[src/rtl/multicycle_control_if.sv]
// rtl/multicycle_control_if.sv - control bus between the instruction register/datapath and the multi-cycle control FSM
interface multicycle_control_if #(
  parameter int ALUOP_W = 3
);
  logic [5:0]         opcode;
  logic [5:0]         funct;
  logic               zero;
  logic               mem_ready;
  logic               PCWrite;
  logic               IorD;
  logic               IRWrite;
  logic               MemRead;
  logic               MemWrite;
  logic               RegWrite;
  logic               RegDst;
  logic               MemtoReg;
  logic               ALUSrcA;
  logic [1:0]         ALUSrcB;
  logic [1:0]         PCSource;
  logic [ALUOP_W-1:0] ALUOp;
  logic               instr_done;
  logic               illegal;
  logic [3:0]         state;

  modport master (
    input  opcode, funct, zero, mem_ready,
    output PCWrite, IorD, IRWrite, MemRead, MemWrite, RegWrite, RegDst, MemtoReg,
           ALUSrcA, ALUSrcB, PCSource, ALUOp, instr_done, illegal, state
  );

  modport slave (
    output opcode, funct, zero, mem_ready,
    input  PCWrite, IorD, IRWrite, MemRead, MemWrite, RegWrite, RegDst, MemtoReg,
           ALUSrcA, ALUSrcB, PCSource, ALUOp, instr_done, illegal, state
  );
endinterface

[src/rtl/multicycle_control.sv]
// rtl/multicycle_control.sv - multi-cycle MIPS main control FSM with memory ready handshake
module multicycle_control #(
  parameter int ALUOP_W       = 3,
  parameter bit MEM_HANDSHAKE = 1'b1
) (
  input  logic                  clk,
  input  logic                  reset,
  multicycle_control_if.master  bus
);

  typedef enum logic [3:0] {
    S_FETCH  = 4'd0,
    S_DECODE = 4'd1,
    S_MEMADR = 4'd2,
    S_MEMRD  = 4'd3,
    S_MEMWB  = 4'd4,
    S_MEMWR  = 4'd5,
    S_EXEC   = 4'd6,
    S_ALUWB  = 4'd7,
    S_BRANCH = 4'd8,
    S_ADDIEX = 4'd9,
    S_ADDIWB = 4'd10,
    S_JUMP   = 4'd11
  } state_t;

  localparam logic [5:0] OP_RTYPE = 6'b000000;
  localparam logic [5:0] OP_LW    = 6'b100011;
  localparam logic [5:0] OP_SW    = 6'b101011;
  localparam logic [5:0] OP_ADDI  = 6'b001000;
  localparam logic [5:0] OP_BEQ   = 6'b000100;
  localparam logic [5:0] OP_BNE   = 6'b000101;
  localparam logic [5:0] OP_J     = 6'b000010;

  localparam logic [5:0] FN_ADD = 6'b100000;
  localparam logic [5:0] FN_SUB = 6'b100010;
  localparam logic [5:0] FN_AND = 6'b100100;
  localparam logic [5:0] FN_OR  = 6'b100101;
  localparam logic [5:0] FN_SLT = 6'b101010;

  localparam logic [ALUOP_W-1:0] ALU_AND = ALUOP_W'(3'b000);
  localparam logic [ALUOP_W-1:0] ALU_OR  = ALUOP_W'(3'b001);
  localparam logic [ALUOP_W-1:0] ALU_ADD = ALUOP_W'(3'b010);
  localparam logic [ALUOP_W-1:0] ALU_SUB = ALUOP_W'(3'b110);
  localparam logic [ALUOP_W-1:0] ALU_SLT = ALUOP_W'(3'b111);

  state_t state_q, state_d;

  logic               rdy;
  logic [ALUOP_W-1:0] funct_alu;
  logic               pc_write, iord, ir_write, mem_read, mem_write, reg_write;
  logic               reg_dst, memto_reg, alu_src_a, done, ill;
  logic [1:0]         alu_src_b, pc_source;
  logic [ALUOP_W-1:0] alu_op;

  // Without the handshake every memory access is treated as completing at once.
  assign rdy = MEM_HANDSHAKE ? bus.mem_ready : 1'b1;

  always_ff @(posedge clk) begin
    if (reset) state_q <= S_FETCH;
    else       state_q <= state_d;
  end

  always_comb begin
    funct_alu = ALU_ADD;
    case (bus.funct)
      FN_ADD:  funct_alu = ALU_ADD;
      FN_SUB:  funct_alu = ALU_SUB;
      FN_AND:  funct_alu = ALU_AND;
      FN_OR:   funct_alu = ALU_OR;
      FN_SLT:  funct_alu = ALU_SLT;
      default: funct_alu = ALU_ADD;
    endcase
  end

  always_comb begin
    state_d   = S_FETCH;
    pc_write  = 1'b0;
    iord      = 1'b0;
    ir_write  = 1'b0;
    mem_read  = 1'b0;
    mem_write = 1'b0;
    reg_write = 1'b0;
    reg_dst   = 1'b0;
    memto_reg = 1'b0;
    alu_src_a = 1'b0;
    alu_src_b = 2'b00;
    pc_source = 2'b00;
    alu_op    = ALU_ADD;
    done      = 1'b0;
    ill       = 1'b0;
    case (state_q)
      S_FETCH: begin
        mem_read  = 1'b1;
        alu_src_b = 2'b01;
        ir_write  = rdy;
        pc_write  = rdy;
        state_d   = rdy ? S_DECODE : S_FETCH;
      end
      S_DECODE: begin
        alu_src_b = 2'b11;
        case (bus.opcode)
          OP_RTYPE:      state_d = S_EXEC;
          OP_LW, OP_SW:  state_d = S_MEMADR;
          OP_ADDI:       state_d = S_ADDIEX;
          OP_BEQ, OP_BNE: state_d = S_BRANCH;
          OP_J:          state_d = S_JUMP;
          default: begin
            state_d = S_FETCH;
            ill     = 1'b1;
            done    = 1'b1;
          end
        endcase
      end
      S_MEMADR: begin
        alu_src_a = 1'b1;
        alu_src_b = 2'b10;
        state_d   = (bus.opcode == OP_SW) ? S_MEMWR : S_MEMRD;
      end
      S_MEMRD: begin
        mem_read = 1'b1;
        iord     = 1'b1;
        state_d  = rdy ? S_MEMWB : S_MEMRD;
      end
      S_MEMWB: begin
        memto_reg = 1'b1;
        reg_write = 1'b1;
        done      = 1'b1;
      end
      S_MEMWR: begin
        mem_write = 1'b1;
        iord      = 1'b1;
        done      = rdy;
        state_d   = rdy ? S_FETCH : S_MEMWR;
      end
      S_EXEC: begin
        alu_src_a = 1'b1;
        alu_op    = funct_alu;
        state_d   = S_ALUWB;
      end
      S_ALUWB: begin
        reg_dst   = 1'b1;
        reg_write = 1'b1;
        done      = 1'b1;
      end
      S_BRANCH: begin
        alu_src_a = 1'b1;
        alu_op    = ALU_SUB;
        pc_source = 2'b01;
        pc_write  = (bus.opcode == OP_BNE) ? ~bus.zero : bus.zero;
        done      = 1'b1;
      end
      S_ADDIEX: begin
        alu_src_a = 1'b1;
        alu_src_b = 2'b10;
        state_d   = S_ADDIWB;
      end
      S_ADDIWB: begin
        reg_write = 1'b1;
        done      = 1'b1;
      end
      S_JUMP: begin
        pc_source = 2'b10;
        pc_write  = 1'b1;
        done      = 1'b1;
      end
      default: alu_op = '0;
    endcase
  end

  // Reset masks every output combinationally so an in-flight store is cut off in the same cycle.
  assign bus.PCWrite    = pc_write  & ~reset;
  assign bus.IorD       = iord      & ~reset;
  assign bus.IRWrite    = ir_write  & ~reset;
  assign bus.MemRead    = mem_read  & ~reset;
  assign bus.MemWrite   = mem_write & ~reset;
  assign bus.RegWrite   = reg_write & ~reset;
  assign bus.RegDst     = reg_dst   & ~reset;
  assign bus.MemtoReg   = memto_reg & ~reset;
  assign bus.ALUSrcA    = alu_src_a & ~reset;
  assign bus.ALUSrcB    = reset ? 2'b00 : alu_src_b;
  assign bus.PCSource   = reset ? 2'b00 : pc_source;
  assign bus.ALUOp      = reset ? '0 : alu_op;
  assign bus.instr_done = done & ~reset;
  assign bus.illegal    = ill  & ~reset;
  assign bus.state      = reset ? 4'd0 : state_q;

endmodule

[src/flat_wrapper.sv]
// flat-port wrapper written by rule: the top's interface ports become plain ports
module multicycle_control_flat 
#(
  parameter int ALUOP_W       = 3,
  parameter bit MEM_HANDSHAKE = 1'b1
)
  (clk, reset, bus_opcode, bus_funct, bus_zero, bus_mem_ready, bus_PCWrite, bus_IorD, bus_IRWrite, bus_MemRead, bus_MemWrite, bus_RegWrite, bus_RegDst, bus_MemtoReg, bus_ALUSrcA, bus_ALUSrcB, bus_PCSource, bus_ALUOp, bus_instr_done, bus_illegal, bus_state);
  multicycle_control_if #(.ALUOP_W(ALUOP_W)) bus_i ();
  input  logic clk;
  input  logic reset;
  input wire logic [$bits(bus_i.opcode)-1:0] bus_opcode;
  input wire logic [$bits(bus_i.funct)-1:0] bus_funct;
  input wire logic [$bits(bus_i.zero)-1:0] bus_zero;
  input wire logic [$bits(bus_i.mem_ready)-1:0] bus_mem_ready;
  output wire logic [$bits(bus_i.PCWrite)-1:0] bus_PCWrite;
  output wire logic [$bits(bus_i.IorD)-1:0] bus_IorD;
  output wire logic [$bits(bus_i.IRWrite)-1:0] bus_IRWrite;
  output wire logic [$bits(bus_i.MemRead)-1:0] bus_MemRead;
  output wire logic [$bits(bus_i.MemWrite)-1:0] bus_MemWrite;
  output wire logic [$bits(bus_i.RegWrite)-1:0] bus_RegWrite;
  output wire logic [$bits(bus_i.RegDst)-1:0] bus_RegDst;
  output wire logic [$bits(bus_i.MemtoReg)-1:0] bus_MemtoReg;
  output wire logic [$bits(bus_i.ALUSrcA)-1:0] bus_ALUSrcA;
  output wire logic [$bits(bus_i.ALUSrcB)-1:0] bus_ALUSrcB;
  output wire logic [$bits(bus_i.PCSource)-1:0] bus_PCSource;
  output wire logic [$bits(bus_i.ALUOp)-1:0] bus_ALUOp;
  output wire logic [$bits(bus_i.instr_done)-1:0] bus_instr_done;
  output wire logic [$bits(bus_i.illegal)-1:0] bus_illegal;
  output wire logic [$bits(bus_i.state)-1:0] bus_state;
  assign bus_i.opcode = bus_opcode;
  assign bus_i.funct = bus_funct;
  assign bus_i.zero = bus_zero;
  assign bus_i.mem_ready = bus_mem_ready;
  assign bus_PCWrite = bus_i.PCWrite;
  assign bus_IorD = bus_i.IorD;
  assign bus_IRWrite = bus_i.IRWrite;
  assign bus_MemRead = bus_i.MemRead;
  assign bus_MemWrite = bus_i.MemWrite;
  assign bus_RegWrite = bus_i.RegWrite;
  assign bus_RegDst = bus_i.RegDst;
  assign bus_MemtoReg = bus_i.MemtoReg;
  assign bus_ALUSrcA = bus_i.ALUSrcA;
  assign bus_ALUSrcB = bus_i.ALUSrcB;
  assign bus_PCSource = bus_i.PCSource;
  assign bus_ALUOp = bus_i.ALUOp;
  assign bus_instr_done = bus_i.instr_done;
  assign bus_illegal = bus_i.illegal;
  assign bus_state = bus_i.state;
  multicycle_control #(.ALUOP_W(ALUOP_W), .MEM_HANDSHAKE(MEM_HANDSHAKE)) u_core (.clk(clk), .reset(reset), .bus(bus_i));
endmodule
[config.mk]
export PLATFORM = sky130hd
export DESIGN_NAME = multicycle_control_flat
export DESIGN_NICKNAME = d
export VERILOG_FILES = /design/src/rtl/multicycle_control_if.sv /design/src/rtl/multicycle_control.sv /design/src/flat_wrapper.sv
export SDC_FILE = /design/constraint.sdc
export NUM_CORES = 1
export LEC_CHECK = 0
export BUFFER_PORTS_ARGS = -buffer_cell sky130_fd_sc_hd__buf_2
export CAP_MARGIN = 20
export CORE_MARGIN = 1.5
export CORE_UTILIZATION = 40
export DETAILED_ROUTE_END_ITERATION = 8
export PLACE_DENSITY_LB_ADDON = 0.1
export SETUP_SLACK_MARGIN = 0.2
export SLEW_MARGIN = 20
export SYNTH_ARGS = -nofsm -noshare
export SYNTH_HDL_FRONTEND = slang
export SYNTH_SLANG_ARGS = --single-unit
export TNS_END_PERCENT = 10
[constraint.sdc]
create_clock -name clk -period 4.3 [get_ports clk]
set_clock_uncertainty 0.15 [all_clocks]
set_input_delay 0.86 -clock clk [delete_from_list [all_inputs] [get_ports clk]]
set_output_delay 0.86 -clock clk [all_outputs]
set_load 0.01 [all_outputs]
Yosys cells after proc, flatten, opt, wreduce, memory -nomap -nowiden
Cells that the tools add are included.
{"block": "totals", "ff_bits": 4, "inputBits": 16, "out_inout_bits": 22}
{"block": "op_classes", "eq_ne": 21, "mux": 27, "bitwise_logic": 13, "n_reduce_logical": 12}
{"op": "$eq A6 B6 Y1 const B", "n": 6}
{"op": "$pmux W4 S7", "n": 1}
{"op": "$pmux W4 S5", "n": 1}
{"op": "$eq A4 B3 Y1 const B", "n": 4}
{"op": "$eq A4 B4 Y1 const B", "n": 4}
{"op": "$eq A6 B3 Y1 const B", "n": 2}
{"op": "$mux W1", "n": 12}
{"op": "$mux W3", "n": 4}
{"op": "$pmux W3 S4", "n": 1}
{"op": "$and A1 B1 Y1", "n": 11}
{"op": "$reduce_or A10 Y1", "n": 1}
{"op": "$reduce_or A2 Y1", "n": 5}
{"op": "$pmux W3 S3", "n": 1}
{"op": "$eq A4 B2 Y1 const B", "n": 2}
{"op": "$reduce_or A7 Y1", "n": 1}
{"op": "$eq A6 B2 Y1 const B", "n": 1}
{"op": "$eq A6 B4 Y1 const B", "n": 1}
{"op": "$logic_not A6 Y1", "n": 1}
{"op": "$pmux W1 S3", "n": 2}
{"op": "$pmux W2 S3", "n": 1}
{"op": "$reduce_or A5 Y1", "n": 1}
{"op": "$eq A4 B1 Y1 const B", "n": 1}
{"op": "$logic_not A4 Y1", "n": 1}
{"op": "$mux W2", "n": 2}
{"op": "5 further kinds", "n": 6}

Logic depth before layout (Yosys ltp)
Gate-level depths: netlist of run 1.
{"block": "logic_depth", "word_depth": 5, "depth_mapped": 5, "ltp_nobuf": 4}

Worst setup path before layout of run 1
No wires, ideal clock.
{"block": "synth_path", "kind": "input port to output port", "startpoint": "input port reset", "endpoint": "output port bus_PCWrite", "arrival_ps": 1734, "required_time_ps": 3290, "path_slack_ps": 1556, "cell_stages": 3, "n_path_buf": 1, "path_cell_list": "clkbuf_1 > nor4_1 > a21o_1"}
{"block": "synth_between", "elab_chain_len": 2}
{"element": "start, declared", "line_no": "flat_wrapper.sv:10", "source": "input logic reset;"}
{"element": "$not A1 Y1", "line_no": "multicycle_control.sv:171", "source": "assign bus.PCWrite = pc_write & ~reset;"}
{"element": "$and A1 B1 Y1", "line_no": "multicycle_control.sv:171"}
{"element": "end, declared", "line_no": "flat_wrapper.sv:15", "source": "output wire logic [$bits(bus_i.PCWrite)-1:0] bus_PCWrite;"}
No other way between the ends.

Worst setup path in the final report of run 1
{"block": "layout_path", "startpoint": "input port bus_opcode[1]", "endpoint": "output port bus_instr_done"}
{"block": "layout_between", "elab_chain_len": 5, "word_cells_on_any_way": 11, "classes_between": "eq/ne (6); mux (2); bitwise (1); reduce/logical (2)"}
{"element": "start, declared", "line_no": "flat_wrapper.sv:11", "source": "input wire logic [$bits(bus_i.opcode)-1:0] bus_opcode;"}
{"element": "$eq A6 B6 Y1 (tied with other cells)", "line_no": "multicycle_control.sv:101", "source": "case (bus.opcode)"}
{"element": "$reduce_or A7 Y1 (no source line) *"}
{"element": "$mux W1 *", "line_no": "multicycle_control.sv:101"}
{"element": "$pmux W1 S3 *", "line_no": "multicycle_control.sv:91", "source": "case (state_q)"}
{"element": "$and A1 B1 Y1 *", "line_no": "multicycle_control.sv:183", "source": "assign bus.instr_done = done & ~reset;"}
{"element": "end, declared", "line_no": "flat_wrapper.sv:27", "source": "output wire logic [$bits(bus_i.instr_done)-1:0] bus_instr_done;"}
Mark *: on every way between the ends. The rest lies on a longest branch, timed or not.

==> results of run 1 <==
## worst max-delay path, stage by stage
cell and delay (ns):
buf_2 0.12, nor2_1 0.24, and3_1 0.18, and4bb_2 0.24, a21o_1 0.15, buf_2 0.13
## metrics by stage
step                      instances  total power [mW]  util (%)  hold WS [ns]
after global placement          147            0.0871      54.7         0.653
after floorplan                 103            0.0695         -         0.509
after CTS                       150             0.136      56.1         0.655
final                           150             0.137      56.1         0.653
after detailed placement        147            0.0879      54.7         0.648
after global routing            150             0.144      56.1         0.714
## kinds of logic after synthesis
group	count (synthesis)	share of synthesized area, %
buf+inv	10	6.95
flops	4	11.4
simple gates	58	51.2
xor+xnor	4	4.99
compound gates	27	25.5
## per-layer routing
layer | global-route usage [%] | up-vias | part of all wire, %
met5 | 0 | - | 0
met4 | 7.06 | 0 | 0.65
met3 | 3.60 | 2 | 5.3
met2 | 34.8 | 23 | 47
met1 | 29.2 | 402 | 47
li1 | - | 447 | -
## Yosys cell counts (all sizes together) (4+ instances only)
library cell,count,area share [%]
a211oi,4,4.3
a21oi,4,2.9
a31oi,4,3.6
buf,7,5.3
dfxtp,4,11
nand2b,6,6.4
nor2,12,6.4
nor2b,8,7.1
nor3,7,5.0
nor4,5,4.5
o21ai,5,3.6
xnor2,4,5.0
## worst max-delay path by stage
stage,end,startpoint,slack (ns)
finish,bus_instr_done,bus_opcode[1],1.37
global route,bus_ALUOp[2],u_core.state_q[2]$_SDFF_PP0_,1.28
CTS,bus_instr_done,bus_opcode[1],1.38
detailed placement,bus_instr_done,bus_opcode[1],1.40
global placement,bus_instr_done,bus_opcode[1],1.43
floorplan,bus_PCWrite,reset,1.56
## power by group through the flow
| stage | logic, mW | clock network (mW) | registers [mW] |
|---|---|---|---|
| after CTS | 0.0456 | 0.0484 | 0.0420 |
| after global routing | 0.0506 | 0.0510 | 0.0425 |
| after floorplan | 0.0299 | 0 | 0.0395 |
| after detailed placement | 0.0454 | 0 | 0.0426 |
| after global placement | 0.0445 | 0 | 0.0425 |
| final | 0.0456 | 0.0489 | 0.0421 |
## final cells by class
cell class                      instances  area (um2)  share of cell area [%]
Multi-Input combinational cell         89         573                    64.8
Clock buffer                            3        22.5                    2.55
Sequential cell                         4        80.1                    9.05
Inverter                                1        3.75                   0.424
Timing Repair Buffer                   37         185                    20.9
Tap cell                               16        20.0                    2.26
==> impl_metrics.csv, run 1 <==
group,metric,value,unit
status,outcome,"complete, no violations",
synthesis,synth_nets,119,
finish,final_nets,152,
detailed_routing,drt.antenna.violating_nets,0,
cts,hold_buffers,0,
detailed_routing,drc,0,
placement,placed_area,862,um2
grt,grt_pass1_vias,740,
timing,relSlewSlack,52.2,%
detailed_routing,viasPerCell,5.83,
timing,rsz0062_at_grt,"false",
timing,final-setup-viol-count,0,
floorplan,ios,38,
synthesis,synth_flop_cell,"dfxtp_1",
grt,antenna_found_initial,0,
worst_hold_path,hold_depth,2,
synthesis,synth_cell_type_count,34,
setup_path,path_class,"in -> out",
detailed_routing,drt_iter0_markers,20,
cts,clock-sinks,4,
synthesis,yosys_warnings,0,
floorplan,die_w,44.9,um
placement,gp_congestion,0.876,
synthesis,ys_seq_area_share,11.4,%
finish,syn_to_final_growth,26.0,%
grt,grt_max_degree,22,
power,pwr-share-clk,35.8,%
timing,worst_pin_slew,0.716,ns
timing,setup_tns,0,ns
power,irDropWorstVdd,0.0000968,V
cts,cts_setup_buffers,0,
timing,max_freq,0.341,GHz
grt,grt.overflow.total,0,
detailed_routing,drtPass1Iterations,6,
floorplan,rows,14,
synthesis,ys_ff_latch,4,
finish,drive_gt1_share,33.6,%
timing,finalCriticalPeriod,2.93,ns
placement,dp_slack,1.40,ns
finish,antenna_cells,0,
placement,hpwlAfterDp,1490,um
cts,cts_made_buffers,3,
cts,clockBufferDepth,2,
setup_path,ff2ff_path_depth,4,
finish,design_area,885,um2
timing,worst_slack,1.37,ns
cts,insertion_delay,0.25,ns
setup_path,cp_max_fo,4,
synthesis,synth_cells,103,
floorplan,dieHeight,44.9,um
synthesis,syn_avg_cell_area,6.81,um2
power,power_frac_seq,30.8,%
finish,final_cell_mix,"37 x buf_2, 12 x nor2_1, 8 x nor2b_1, 7 x nor3_1",
detailed_routing,vias,874,
finish,top_register,"u_core.state_q",
finish,largest_reg_flops,4,
floorplan,coreArea,0.00158,mm2
setup_path,cp-end-kind,"output port",
detailed_routing,drt-total-wl,2010,um
power,p_sw_share,33.8,%
synthesis,synth_area,702,um2
setup_path,critical_path_arrival,1.92,ns
grt,grt_pass1_wl,3270,um
setup_path,reg2reg_to,"u_core.state_q[1]$_SDFF_PP0_",
power,power.density,155,mW/mm2
finish,top_regs,"u_core.state_q x4",
timing,maxSlewViolCount,0,
placement,numPortBuffers,37,
worst_hold_path,hold-path-endpoint,"u_core.state_q[2]$_SDFF_PP0_",
synthesis,synth-edff-count,0,
cts,cts_max_level,1,
setup_path,reg2reg_slack,2.57,ns
grt,grt_usage,21.6,%
power,comb_power_share,33.4,%
floorplan,initial_utilization,44.5,%
power,p_int,90.4,uW
worst_hold_path,worstHoldStart,"u_core.state_q[1]$_SDFF_PP0_",
floorplan,dieArea,0.00202,mm2
power,power.switching,46.3,uW
power,leakage,0.406,nW
detailed_routing,wire_per_inst,13.4,um
synthesis,ys_async_sr_fraction,0,%
cts,cts.reportedPaths.clkPinSlew,0.04,ns
flow_run,maxCapViolations,0,
worst_hold_path,hold_path_class,"reg -> reg",
finish,layout_commonest_cell,"buf_2",
setup_path,r2r_start,"u_core.state_q[1]$_SDFF_PP0_",
setup_path,cp.required,3.29,ns
timing,finalHoldViolCount,0,
cts,root_buffer,"clkbuf_4",
timing,post-route-period-util,68.2,%
finish,n_fill_cell,164,
cts,cts_resized,0,
cts,cts_tree,"yes",
setup_path,cp-start-kind,"primary input",
No activity file was read; power rests on OpenSTA's default activity.
==> inputs of run 2 (changes only) <==
--- a/config.mk
+++ b/config.mk
@@ -8,7 +8,7 @@
 export BUFFER_PORTS_ARGS = -buffer_cell sky130_fd_sc_hd__buf_2
 export CAP_MARGIN = 20
 export CORE_MARGIN = 1.5
-export CORE_UTILIZATION = 40
+export CORE_UTILIZATION = 39
 export DETAILED_ROUTE_END_ITERATION = 8
 export PLACE_DENSITY_LB_ADDON = 0.1
 export SETUP_SLACK_MARGIN = 0.2
==> constraint.sdc (replaced) <==
create_clock -name clk -period 2.4 [get_ports clk]
set_clock_uncertainty 0.15 [all_clocks]
set_input_delay 0.48 -clock clk [delete_from_list [all_inputs] [get_ports clk]]
set_output_delay 0.48 -clock clk [all_outputs]
set_load 0.01 [all_outputs]
==> run 2 against run 1 <==
Against the previous run: register-to-register slack lost 1.7 ns; sequential cell count unchanged; sequential share of layout area about the same; critical endpoint is now bus_PCWrite; sequential power rose by 74%; final area rose by 6.6%; hold slack got worse by 0.18 ns; non-clock buffer count up 4; clock power rose by 71%; die area rose by 2.4%; first-iteration DRC count is 35% lower.
==> impl_metrics.csv, run 2 (synthesis gave the netlist of run 1 again) <==
group,metric,value,unit
status,outcome,"complete, no violations",
setup_path,max_stage_delay,0.37,ns
setup_path,cp_num_buf_inv,2,
cts,cts_made_buffers,3,
floorplan,rows,15,
cts,root_buffer,"clkbuf_4",
timing,relSlewSlack,73.9,%
power,irDropWorstVdd,0.000128,V
placement,hpwlAfterDp,1620,um
setup_path,cp.required,1.77,ns
detailed_routing,drc,0,
grt,grt.overflow.total,0,
grt,grt_pass1_wl,3350,um
timing,final-setup-viol-count,0,
power,leakage,0.431,nW
finish,final_cells,163,
detailed_routing,drt_iter0_markers,13,
finish,final_nets,156,
flow_run,maxCapViolations,0,
setup_path,cp-start-kind,"flop",
floorplan,ios,38,
floorplan,initial_utilization,41.1,%
setup_path,path_class,"reg -> out",
cts,clock-sinks,4,
floorplan,coreArea,0.00171,mm2
detailed_routing,wire_per_inst,12.7,um
finish,drive_gt1_share,41.3,%
finish,antenna_cells,0,
floorplan,dieHeight,45.4,um
detailed_routing,vias,883,
setup_path,critical_path_arrival,1.50,ns
finish,top_regs,"u_core.state_q x4",
grt,grt_max_degree,19,
detailed_routing,viasPerCell,5.42,
floorplan,die_w,45.4,um
power,power.density,260,mW/mm2
timing,max_freq,0.469,GHz
timing,rsz0062_at_grt,"true",
setup_path,cp_max_fo,7,
timing,post-route-period-util,88.8,%
grt,grt_pass1_vias,767,
finish,syn_to_final_growth,34.4,%
finish,layout_commonest_cell,"buf_2",
cts,cts_tree,"yes",
timing,worst_pin_slew,0.389,ns
setup_path,cp-end-kind,"output port",
finish,top_register,"u_core.state_q",
cts,cts_max_level,1,
timing,finalHoldViolCount,0,
placement,numPortBuffers,37,
detailed_routing,drtPass1Iterations,4,
setup_path,worstPathCellList,"buf_4, nor4b_2, a31oi_1, nor3_1, a21o_1, buf_2",
grt,antenna_found_initial,0,
placement,dp_slack,0.272,ns
cts,hold_buffers,0,
timing,setup_tns,0,ns
placement,placedCellCount,160,
placement,gp_congestion,0.847,
cts,cts.reportedPaths.clkPinSlew,0.04,ns
cts,cts_setup_buffers,0,
cts,insertion_delay,0.24,ns
timing,maxSlewViolCount,0,
timing,whs,0.472,ns
finish,final_core_util,55.2,%
finish,n_fill_cell,178,
cts,cts_resized,1,
detailed_routing,drt.antenna.violating_nets,0,
setup_path,crit_slowest_cell,"dfxtp_2",
timing,finalCriticalPeriod,2.13,ns
finish,largest_reg_flops,4,
worst_hold_path,hold_path_class,"in -> reg",
cts,clockBufferDepth,2,
setup_path,cpLargestDelayFamily,"simple AND/OR/NAND/NOR gates",
grt,grt_usage,22.0,%
timing,worst_slack,0.270,ns
finish,final_cell_mix,"37 x buf_2, 11 x nor2_1, 7 x nor2b_1, 7 x nor3_1",
floorplan,dieArea,0.00206,mm2
detailed_routing,drt-total-wl,2070,um
run 2: where the power goes:
part | total [mW] | switching (mW) | internal (mW)
Combinational | 0.0888 | 0.0487 | 0.0401
Clock | 0.0835 | 0.0276 | 0.0559
Sequential | 0.0731 | 0.00439 | 0.0687
Total | 0.245 | 0.0807 | 0.165
run 2: layout make-up:
type | instances | area (um2) | share of cell area [%]
Clock buffer | 3 | 22.5 | 2.39
Inverter | 1 | 3.75 | 0.398
Multi-Input combinational cell | 89 | 586 | 62.1
Sequential cell | 4 | 85.1 | 9.02
Tap cell | 25 | 31.3 | 3.32
Timing Repair Buffer | 41 | 215 | 22.8
run 2: worst paths after layout:
| path | from | to | slack, ns | cells after the start |
|---|---|---|---|---|
| worst max register to register | u_core.state_q[0]$_SDFF_PP0_ | u_core.state_q[0]$_SDFF_PP0_ | 0.89 | 5 |
| worst max-delay path | u_core.state_q[0]$_SDFF_PP0_ | bus_PCWrite | 0.27 | 6 |
| worst min-delay path | bus_opcode[1] | u_core.state_q[2]$_SDFF_PP0_ | 0.47 | 4 |
| worst min register to register | u_core.state_q[0]$_SDFF_PP0_ | u_core.state_q[1]$_SDFF_PP0_ | 0.58 | 3 |
run 2: worst min-delay path, stage by stage:
cell and delay, ns:
buf_2 0.12, nor2_2 0.06, nand3_1 0.08, a31oi_1 0.07
run 2: metal layers:
layer	share of wire (%)	wire length, um	up-vias	GRT usage (%)
met5	0	0	-	0
met4	0.82	17	0	10.0
met3	2.3	48	2	3.97
met2	50	1040	16	35.2
met1	47	972	408	28.5
li1	-	-	457	-
run 2: through the flow:
stage | power (mW) | instance area, um2
6_report | 0.245 | 943
5_1_grt | 0.263 | 943
3_5_place_dp | 0.161 | 903
4_1_cts | 0.247 | 927
3_3_place_gp | 0.159 | 903
2_1_floorplan | 0.124 | 702
